$ cat src/rtl/cdc_sched_pkg.sv
// cdc_sched_pkg: shared types and elaboration helpers for the slow-to-fast CDC transfer scheduler.
package cdc_sched_pkg;

    typedef enum logic [1:0] {IDLE, SEND, SETTLE} state_t;

    localparam int MIN_HOLD_CYC = 1;
    localparam int MIN_GAP_CYC  = 2;

    function automatic int cnt_width(input int hold_cyc, input int gap_cyc);
        return $clog2((hold_cyc > gap_cyc ? hold_cyc : gap_cyc) + 1);
    endfunction

endpackage

$ cat src/rtl/rr_arbiter.sv
// rr_arbiter: combinational round-robin pick, searching upward from last+1 with wrap.
module rr_arbiter #(
    parameter int NREQ = 4
) (
    input  logic [NREQ-1:0]         i_req,
    input  logic [$clog2(NREQ)-1:0] i_last,
    output logic [NREQ-1:0]         o_gnt,
    output logic                    o_valid
);

    localparam int LW = $clog2(NREQ);

    logic [LW-1:0] w_j;
    logic          w_found;

    always_comb begin
        o_gnt   = '0;
        w_found = 1'b0;
        w_j     = '0;
        for (int k = 1; k <= NREQ; k++) begin
            w_j = LW'((int'(i_last) + k) % NREQ);
            if (!w_found && i_req[w_j]) begin
                o_gnt[w_j] = 1'b1;
                w_found    = 1'b1;
            end
        end
    end

    assign o_valid = |i_req;

endmodule

$ cat src/rtl/cdc_s2f_tx_sched.sv
// cdc_s2f_tx_sched: shares one slow-to-fast CDC data channel among NREQ requesters,
// holding data_en for HOLD_CYC cycles and then data stable for GAP_CYC cycles per transfer.
module cdc_s2f_tx_sched
    import cdc_sched_pkg::*;
#(
    parameter int NREQ     = 4,
    parameter int DW       = 4,
    parameter int HOLD_CYC = 1,
    parameter int GAP_CYC  = 2
) (
    input  logic               clk_a,
    input  logic               arstn,
    input  logic               cfg_enable,
    input  logic [NREQ-1:0]    req,
    input  logic [NREQ*DW-1:0] req_data,
    output logic [NREQ-1:0]    grant,
    output logic [DW-1:0]      data_in,
    output logic               data_en,
    output logic               busy
);

    localparam int CW = cnt_width(HOLD_CYC, GAP_CYC);
    localparam int LW = $clog2(NREQ);

    if (HOLD_CYC < MIN_HOLD_CYC) begin : g_bad_hold
        $error("HOLD_CYC must be at least %0d", MIN_HOLD_CYC);
    end
    if (GAP_CYC < MIN_GAP_CYC) begin : g_bad_gap
        $error("GAP_CYC must be at least %0d", MIN_GAP_CYC);
    end
    if (NREQ < 2 || NREQ > 8) begin : g_bad_nreq
        $error("NREQ must be in 2..8");
    end

    state_t        r_state, w_state_nx;
    logic [CW-1:0] r_cnt, w_cnt_nx;
    logic [LW-1:0] r_last, w_idx;
    logic [NREQ-1:0] w_gnt;
    logic          w_valid, w_start;
    logic [DW-1:0] w_word;

    rr_arbiter #(.NREQ(NREQ)) u_arb (
        .i_req   (req),
        .i_last  (r_last),
        .o_gnt   (w_gnt),
        .o_valid (w_valid)
    );

    always_comb begin
        w_idx  = '0;
        w_word = '0;
        for (int i = 0; i < NREQ; i++) begin
            if (w_gnt[i]) begin
                w_idx  = w_idx | LW'(i);
                w_word = w_word | req_data[i*DW +: DW];
            end
        end
    end

    always_comb begin
        w_state_nx = r_state;
        w_cnt_nx   = r_cnt;
        w_start    = 1'b0;
        case (r_state)
            IDLE: begin
                if (cfg_enable && w_valid) begin
                    w_start    = 1'b1;
                    w_state_nx = SEND;
                    w_cnt_nx   = CW'(HOLD_CYC - 1);
                end
            end
            SEND: begin
                if (r_cnt == '0) begin
                    w_state_nx = SETTLE;
                    w_cnt_nx   = CW'(GAP_CYC - 1);
                end else begin
                    w_cnt_nx = r_cnt - CW'(1);
                end
            end
            SETTLE: begin
                if (r_cnt == '0) w_state_nx = IDLE;
                else w_cnt_nx = r_cnt - CW'(1);
            end
            default: w_state_nx = IDLE;
        endcase
    end

    // data_in is loaded only on the grant edge so the fast side never sees it move mid-transfer
    always_ff @(posedge clk_a or negedge arstn) begin
        if (!arstn) begin
            r_state <= IDLE;
            r_cnt   <= '0;
            r_last  <= LW'(NREQ - 1);
            grant   <= '0;
            data_in <= '0;
            data_en <= 1'b0;
            busy    <= 1'b0;
        end else begin
            r_state <= w_state_nx;
            r_cnt   <= w_cnt_nx;
            r_last  <= w_start ? w_idx : r_last;
            grant   <= w_start ? w_gnt : '0;
            data_in <= w_start ? w_word : data_in;
            data_en <= (w_state_nx == SEND);
            busy    <= (w_state_nx != IDLE);
        end
    end

endmodule

$ cat config.mk
export PLATFORM = sky130hd
export DESIGN_NAME = cdc_s2f_tx_sched
export DESIGN_NICKNAME = d
export VERILOG_FILES = /design/src/rtl/cdc_sched_pkg.sv /design/src/rtl/rr_arbiter.sv /design/src/rtl/cdc_s2f_tx_sched.sv
export SDC_FILE = /design/constraint.sdc
export NUM_CORES = 1
export LEC_CHECK = 0
export BUFFER_PORTS_ARGS = -buffer_cell sky130_fd_sc_hd__buf_4
export CAP_MARGIN = 20
export CORE_AREA = 2 2 53 55
export CTS_BUF_LIST = sky130_fd_sc_hd__clkbuf_16
export DETAILED_ROUTE_END_ITERATION = 10
export DIE_AREA = 0 0 55 57
export PLACE_DENSITY = 0.87
export SYNTH_ARGS = -nofsm -noshare
export SYNTH_HDL_FRONTEND = slang
export SYNTH_SLANG_ARGS = --single-unit
$ cat constraint.sdc
create_clock -name clk_a -period 3.5 [get_ports clk_a]
set_clock_uncertainty 0.1 [all_clocks]
set_input_delay 0.175 -clock clk_a [delete_from_list [all_inputs] [get_ports clk_a]]
set_output_delay 0.175 -clock clk_a [all_outputs]
set_load 0.02 [all_outputs]
==> results.sh, run 1 <==
export IMPL_clk_pin_slew_ps=50
export IMPL_route_detailed_drc=0
export IMPL_ys_flop_type="dfrtp_1"
export IMPL_cap_violations=0
export IMPL_r2r_slack_ps=620
export IMPL_synthArstFlopShare_pct=100
export IMPL_io_pins=33
export IMPL_antenna_found_initial=0
export IMPL_ctsResizeCount=0
export IMPL_holdPathEnd="data_in[1]$_DFFE_PN0P_"
export IMPL_place_ws_ps=612
export IMPL_synth_common_cells="inv_1 (28), dfrtp_1 (14), ha_1 (12)"
export IMPL_power_per_cell_area_nw_per_um2=848
export IMPL_layout_drive_gt1_share_pct=29.1
export IMPL_cell_internal_pwr_w=0.000790
export IMPL_cts_made_buffers=3
export IMPL_cts_sinks=16
export IMPL_drtAntennaViolNets=0
export IMPL_synth_most_common_cell="inv_1"
export IMPL_syn_to_final_growth_pct=27.9
export IMPL_ff2ff_path_depth=7
export IMPL_vias=1100
export IMPL_portBuffers=32
export IMPL_cts_buffer_depth=2
export IMPL_avgSynthCellArea_um2=9.23
export IMPL_ys_types=33
export IMPL_netlist_area_um2=1260
export IMPL_viasPerCell=5.42
export IMPL_post_route_period_util_pct=82.2
export IMPL_slew_viol_final=0
export IMPL_clkPwrFrac_pct=16.0
export IMPL_p_switching_w=0.000582
export IMPL_die_w_um=55
export IMPL_hold_violations=0
export IMPL_overflow=0
export IMPL_synth_top_cell_by_area="dfrtp_1"
export IMPL_swShare_pct=42.4
export IMPL_synth_top_area_share_pct=27.7
export IMPL_seq_area_frac_synth_pct=31.8
export IMPL_insertion_delay_ps=250
export IMPL_critPathLaunchType="flip-flop"
export IMPL_dp_final_hpwl_mm=2.18
export IMPL_rows=19
export IMPL_grt_max_degree=18
export IMPL_drt_iter0_drc=27
export IMPL_ys_seq_elements=16
export IMPL_routabilityCongestion=0.768
export IMPL_outcome="finished, final reports clean"
export IMPL_crit_start="r_last[0]$_DFFE_PN1P_"
export IMPL_power_frac_seq_pct=24.9
export IMPL_r2r_start="r_last[0]$_DFFE_PN1P_"
export IMPL_max_stage_delay_ps=690
export IMPL_tightest_slew_ps=524
export IMPL_max_clock_freq_mhz=348
export IMPL_core_area_um2=2620
export IMPL_crit_arrival_ps=2900
export IMPL_syn_num_nets=172
export IMPL_drt_pass1_iterations=4
export IMPL_dieArea_um2=3140
export IMPL_crit_family="compound AO/OA/AOI/OAI gates"
export IMPL_combPwrFrac_pct=59.1
export IMPL_crit_chain="inv_1 -> ha_1 -> mux4_2 -> and2_1 -> a2111oi_4 -> o22ai_1 -> o31a_1"
export IMPL_min_from="req_data[1]"
export IMPL_layout_nets=208
export IMPL_max_slew_margin_pct=65.0
export IMPL_clockRootBuffer="clkbuf_16"
export IMPL_cts_tree="yes"
export IMPL_cp_max_fo=14
export IMPL_cts_hold_buf=1
export IMPL_tns_ps=0
export IMPL_cp_num_cells=7
export IMPL_setup_ws_ps=623
export IMPL_synth_edf_count=0
export IMPL_postCtsSetupRepairBufs=0
export IMPL_htreeDepth=1
export IMPL_path_class="reg -> reg"
export IMPL_crit_slowest_cell="dfstp_2"
export IMPL_num_antenna_cells=0
export IMPL_worst_ep_required_time_ps=3520
export IMPL_initial_core_util_pct=48.4
export IMPL_yosysWarnings=0
export IMPL_finalSetupViolations=0
export IMPL_route_detailed_wl_per_inst_um=13.4
export IMPL_regToRegEndpoint="data_in[0]$_DFFE_PN0P_"
export IMPL_post_route_min_period_ps=2880
export IMPL_ir_worst_vdd_uv=465
export IMPL_die_h_um=57
export IMPL_grt_pass1_wl_mm=4.67
export IMPL_grt_pass1_vias=1127
export IMPL_grtUsageTotal_pct=20.2
export IMPL_syn_inst=137
export IMPL_cp_num_buf_inv=1
export IMPL_synth_area_leaders="dfrtp_1 (28%), ha_1 (12%), inv_1 (8.3%)"
export IMPL_grt_setup_unrepaired="false"
export IMPL_wl_mm=2.72
export IMPL_hold_depth=4
export IMPL_cp_end_kind="flip-flop"
export IMPL_leakagePower_nw=0.798
export IMPL_hold_class="in -> reg"
==> sequential cells by signal, indices dropped and copies added, names as in the netlist <==
signal   count
r_state      2
data_en      1
r_cnt        2
grant        4
busy         1
data_in      4
r_last       2
==> area by class of cell <==
| cell class | count | area (um^2) |
|---|---|---|
| timing repair buffer | 33 | 250 |
| tap | 31 | 38.8 |
| inverter | 28 | 105 |
| fill | 218 | 997 |
| multi-input combinational | 91 | 742 |
| clock inverter | 1 | 3.75 |
| clock buffer | 3 | 75.1 |
| sequential | 16 | 403 |
==> cell families after synthesis <==
logic type / Yosys count / share of synthesized area [%]
compound gates: 38 / 24.6
simple gates: 36 / 15.0
buf+inv: 30 / 9.50
flops: 16 / 31.8
fa+ha+maj: 12 / 11.9
mux: 5 / 7.12
==> placed cells by master (no fill, tap or decap), drive strengths merged, types with 3 or more instances in the layout <==
| master | Yosys | layout |
|---|---|---|
| buf | 1 | 32 |
| inv | 28 | 29 |
| dfrtp | 14 | 14 |
| ha | 12 | 12 |
| nor2 | 9 | 9 |
| nand2 | 9 | 9 |
| o22ai | 9 | 9 |
| a21oi | 8 | 8 |
| o21ai | 6 | 6 |
| nand3 | 4 | 4 |
| nand2b | 4 | 4 |
| o31a | 4 | 4 |
| and2 | 3 | 3 |
| mux4 | 3 | 3 |
| clkbuf | 1 | 3 |
==> metal layers <==
metal  wire, um  part of all wire, %  track usage, %  vias to the layer above
met1       1050                   39            22.7                      524
li1           -                    -               -                      549
met2       1540                   57            36.1                       21
met3         74                  2.7            3.93                        6
met5          0                    0               0                        -
met4         54                  2.0            8.01                        0
==> stage by stage <==
stage / util [%] / hold WS [ps] / area [um^2] / instances / total power (W)
final: 61.9 / 193 / 1620 / 203 / 0.00137
after global routing: 61.9 / 224 / 1620 / 203 / 0.00148
after CTS: 61.9 / 192 / 1620 / 203 / 0.00138
after detailed placement: 58.5 / -51.4 / 1530 / 198 / 0.00116
after global placement: 58.5 / -57.1 / 1530 / 198 / 0.00111
after floorplan: - / -221 / 1260 / 137 / 0.000942
==> worst max path at each step <==
stage	endpoint	slack [ps]
final	data_in[0]$_DFFE_PN0P_	620
after global routing	data_in[0]$_DFFE_PN0P_	420
after CTS	data_in[0]$_DFFE_PN0P_	610
after detailed placement	data_in[0]$_DFFE_PN0P_	610
after global placement	data_in[0]$_DFFE_PN0P_	720
after floorplan	data_in[0]$_DFFE_PN0P_	840
==> worst register-to-register path: stages, from the launching register on <==
cell,delay [ps]
dfstp_2,690
inv_1,130
ha_1,330
mux4_2,400
and2_1,230
a2111oi_4,470
o22ai_1,140
o31a_1,260
==> power by group through the flow <==
| stage | clock, W | sequential, W | combinational [W] |
|---|---|---|---|
| 5_1_grt | 0.000228 | 0.000357 | 0.000895 |
| 3_3_place_gp | 0 | 0.000338 | 0.000775 |
| 4_1_cts | 0.000224 | 0.000343 | 0.000816 |
| 2_1_floorplan | 0 | 0.000377 | 0.000565 |
| 6_report | 0.000220 | 0.000341 | 0.000811 |
| 3_5_place_dp | 0 | 0.000344 | 0.000812 |
Note: power is estimated with default switching activity, not from simulation.
==> run 2: changes to the inputs <==
--- a/config.mk
+++ b/config.mk
@@ -5,6 +5,7 @@
 export SDC_FILE = /design/constraint.sdc
 export NUM_CORES = 1
 export LEC_CHECK = 0
+export ABC_AREA = 1
 export BUFFER_PORTS_ARGS = -buffer_cell sky130_fd_sc_hd__buf_4
 export CAP_MARGIN = 20
 export CORE_AREA = 2 2 53 55
==> constraint.sdc (replaced) <==
create_clock -name clk_a -period 2.95 [get_ports clk_a]
set_clock_uncertainty 0.1 [all_clocks]
set_input_delay 0.1475 -clock clk_a [delete_from_list [all_inputs] [get_ports clk_a]]
set_output_delay 0.1475 -clock clk_a [all_outputs]
set_load 0.02 [all_outputs]
==> run 2 against run 1 <==
Combinational power is 52% higher. Non-clock buffer count increased by 1. Setup slack worse by 88 ps. Clock power is 16% higher. Highest routed layer unchanged.
==> results.sh, run 2 <==
export IMPL_tns_ps=0
export IMPL_num_antenna_cells=0
export IMPL_max_slew_margin_pct=74.4
export IMPL_synth_most_common_cell="nand2_1"
export IMPL_final_common_cell="nand2_1"
export IMPL_drt_iter0_drc=32
export IMPL_cp_end_kind="flip-flop"
export IMPL_core_area_um2=2620
export IMPL_clockRootBuffer="clkbuf_16"
export IMPL_post_route_period_util_pct=81.9
export IMPL_drt_pass1_iterations=4
export IMPL_critPathLaunchType="flip-flop"
export IMPL_p_total_w=0.00189
export IMPL_antenna_found_initial=0
export IMPL_grt_setup_unrepaired="false"
export IMPL_viasPerCell=4.90
export IMPL_seq_area_frac_synth_pct=31.5
export IMPL_ir_worst_vdd_uv=662
export IMPL_insertion_delay_ps=240
export IMPL_synthArstFlopShare_pct=100
export IMPL_final_cells=244
export IMPL_hold_violations=0
export IMPL_crit_chain="inv_2 -> ha_1 -> inv_1 -> nand3_1 -> nand2_1 -> nand2_1 -> nor2_8 -> nand2_2 -> nand3_2 -> nand2_1 -> nand3_1 -> nor2_1 -> nor2_1"
export IMPL_syn_to_final_growth_pct=29.0
export IMPL_reg_top3="data_in: 4 flops, grant: 4 flops"
export IMPL_cp_common_cell="nand2_1"
export IMPL_dieArea_um2=3140
export IMPL_postCtsSetupRepairBufs=0
export IMPL_die_h_um=57
export IMPL_cts_made_buffers=3
export IMPL_max_stage_delay_ps=640
export IMPL_p_switching_w=0.000924
export IMPL_route_detailed_wl_per_inst_um=11.2
export IMPL_overflow=0
export IMPL_crit_arrival_ps=2450
export IMPL_clk_pin_slew_ps=50
export IMPL_cap_violations=0
export IMPL_portBuffers=32
export IMPL_max_clock_freq_mhz=414
export IMPL_routabilityCongestion=0.888
export IMPL_dp_final_hpwl_mm=2.18
export IMPL_seq_area_um2=403
export IMPL_slew_viol_final=0
export IMPL_drtAntennaViolNets=0
export IMPL_io_pins=33
export IMPL_avgSynthCellArea_um2=7.27
export IMPL_crit_slowest_cell="dfstp_2"
export IMPL_cell_internal_pwr_w=0.000967
export IMPL_route_detailed_drc=0
export IMPL_htreeDepth=1
export IMPL_multi_input_area_um2=768
export IMPL_swShare_pct=48.9
export IMPL_dp_cells=239
export IMPL_cts_sinks=16
export IMPL_fin_area_um2=1650
export IMPL_netlist_area_um2=1280
export IMPL_wl_mm=2.74
export IMPL_outcome="finished, final reports clean"
export IMPL_utilization_pct=63.2
export IMPL_combPwrFrac_pct=65.1
export IMPL_synth_common_cells="nand2_1 (48), inv_1 (26), nand3_1 (25), dfrtp_1 (14)"
export IMPL_final_cell_mix="nand2_1 (48), buf_4 (33), inv_1 (26)"
export IMPL_finalSetupViolations=0
export IMPL_layout_nets=249
export IMPL_worst_ep_required_time_ps=2980
export IMPL_vias=1196
export IMPL_post_route_min_period_ps=2420
export IMPL_power_per_cell_area_nw_per_um2=1140
export IMPL_syn_num_nets=211
export IMPL_ys_types=21
export IMPL_ys_flop_type="dfrtp_1"
export IMPL_place_area_um2=1560
export IMPL_tightest_slew_ps=384
export IMPL_clkPwrFrac_pct=13.5
export IMPL_cp_max_fo=10
export IMPL_initial_core_util_pct=48.9
export IMPL_fill_cells=244
export IMPL_synth_top_cell_by_area="dfrtp_1"
export IMPL_grt_pass1_vias=1105
export IMPL_cts_buffer_depth=2
export IMPL_yosysWarnings=0
export IMPL_die_w_um=55
export IMPL_rows=19
export IMPL_grt_pass1_wl_mm=4.55
export IMPL_cts_tree="yes"
export IMPL_synth_area_leaders="dfrtp_1 (27%), nand2_1 (14%), ha_1 (12%)"
export IMPL_layout_drive_gt1_share_pct=28.6
export IMPL_hold_class="in -> reg"
export IMPL_power_frac_seq_pct=21.3
export IMPL_path_class="reg -> reg"
export IMPL_grt_max_degree=17
export IMPL_syn_inst=176
export IMPL_grtUsageTotal_pct=19.6
export IMPL_synth_top_area_share_pct=27.4
export IMPL_synth_edf_count=0
export IMPL_leakagePower_nw=0.935
export IMPL_ys_seq_elements=16
-- run 2: cell count changes after synthesis, sizes merged, moves of 3 or more --
cell / delta
nand2: +47
nand3: +27
o22ai: -9
nor2: +5
a21oi: -4
nand2b: -4
o31a: -4
or2: +4
and2: -3
mux4: -3
-- run 2: layer usage --
layer | vias to the layer above | part of all wire (%) | track usage, %
met5 | - | 0 | 0
met4 | 0 | 0.51 | 5.92
met3 | 2 | 4.2 | 1.57
met2 | 30 | 48 | 31.5
met1 | 533 | 47 | 27.8
li1 | 631 | - | -
-- run 2: path summary, 6_finish.rpt --
kind                                  startpoint                     end  slack (ps)  cells after the start
max in group asynchronous                  arstn   r_last[0]$_DFFE_PN1P_        2310                      2
setup / recovery           r_last[0]$_DFFE_PN1P_  data_in[3]$_DFFE_PN0P_         530                     13
hold reg to reg             r_cnt[1]$_DFFE_PN0P_    r_cnt[1]$_DFFE_PN0P_         420                      2
hold / removal                       req_data[9]  data_in[1]$_DFFE_PN0P_         120                      5
setup reg to reg           r_last[0]$_DFFE_PN1P_  data_in[3]$_DFFE_PN0P_         530                     13
min in group asynchronous                  arstn      grant[0]$_DFF_PN0_         200                      2
-- run 2: cells by family after synthesis --
logic type                 synth area share (%)
and+or+nand+nor                            42.4
buffers and inverters                      8.50
DFF                                        31.5
AOI/OAI and AO/OA                          5.86
adders and majority gates                  11.7
-- run 2: critical path: cells and delay by family, from the launching register on --
kind,cells,cell delay (ps)
AND/OR/NAND/NOR,10,930
flip-flops,1,640
buffers and inverters,2,240
adder cells (fa/ha/maj),1,380
-- run 2: layout make-up --
type                            instances  share of cell area (%)
Clock inverter                          1                   0.227
Sequential cell                        16                    24.4
Multi-Input combinational cell        131                    46.5
Timing Repair Buffer                   34                    15.6
Tap cell                               31                    2.35
Clock buffer                            3                    4.55
Inverter                               28                    6.36
-- run 2: power by group through the flow --
stage          clock network [W]  registers, W  logic (W)
2_1_floorplan                  0      0.000461   0.000853
3_3_place_gp                   0      0.000400    0.00120
3_5_place_dp                   0      0.000403    0.00122
4_1_cts                 0.000260      0.000401    0.00123
5_1_grt                 0.000271      0.000415    0.00139
6_report                0.000256      0.000403    0.00123
-- run 2: timing repair --
item / CTS / global route
hold buffers: 1 / 0
endpoints found under the setup margin: 0 / 0
endpoints found under the hold margin: 16 / 0
resized for setup: 0 / 0
-- run 2: stage by stage --
stage,hold WS [ps],worst slack (ps)
6_report,116,534
5_1_grt,135,376
4_1_cts,116,566
3_5_place_dp,-88.8,562
3_3_place_gp,-89.9,613
2_1_floorplan,-248,832
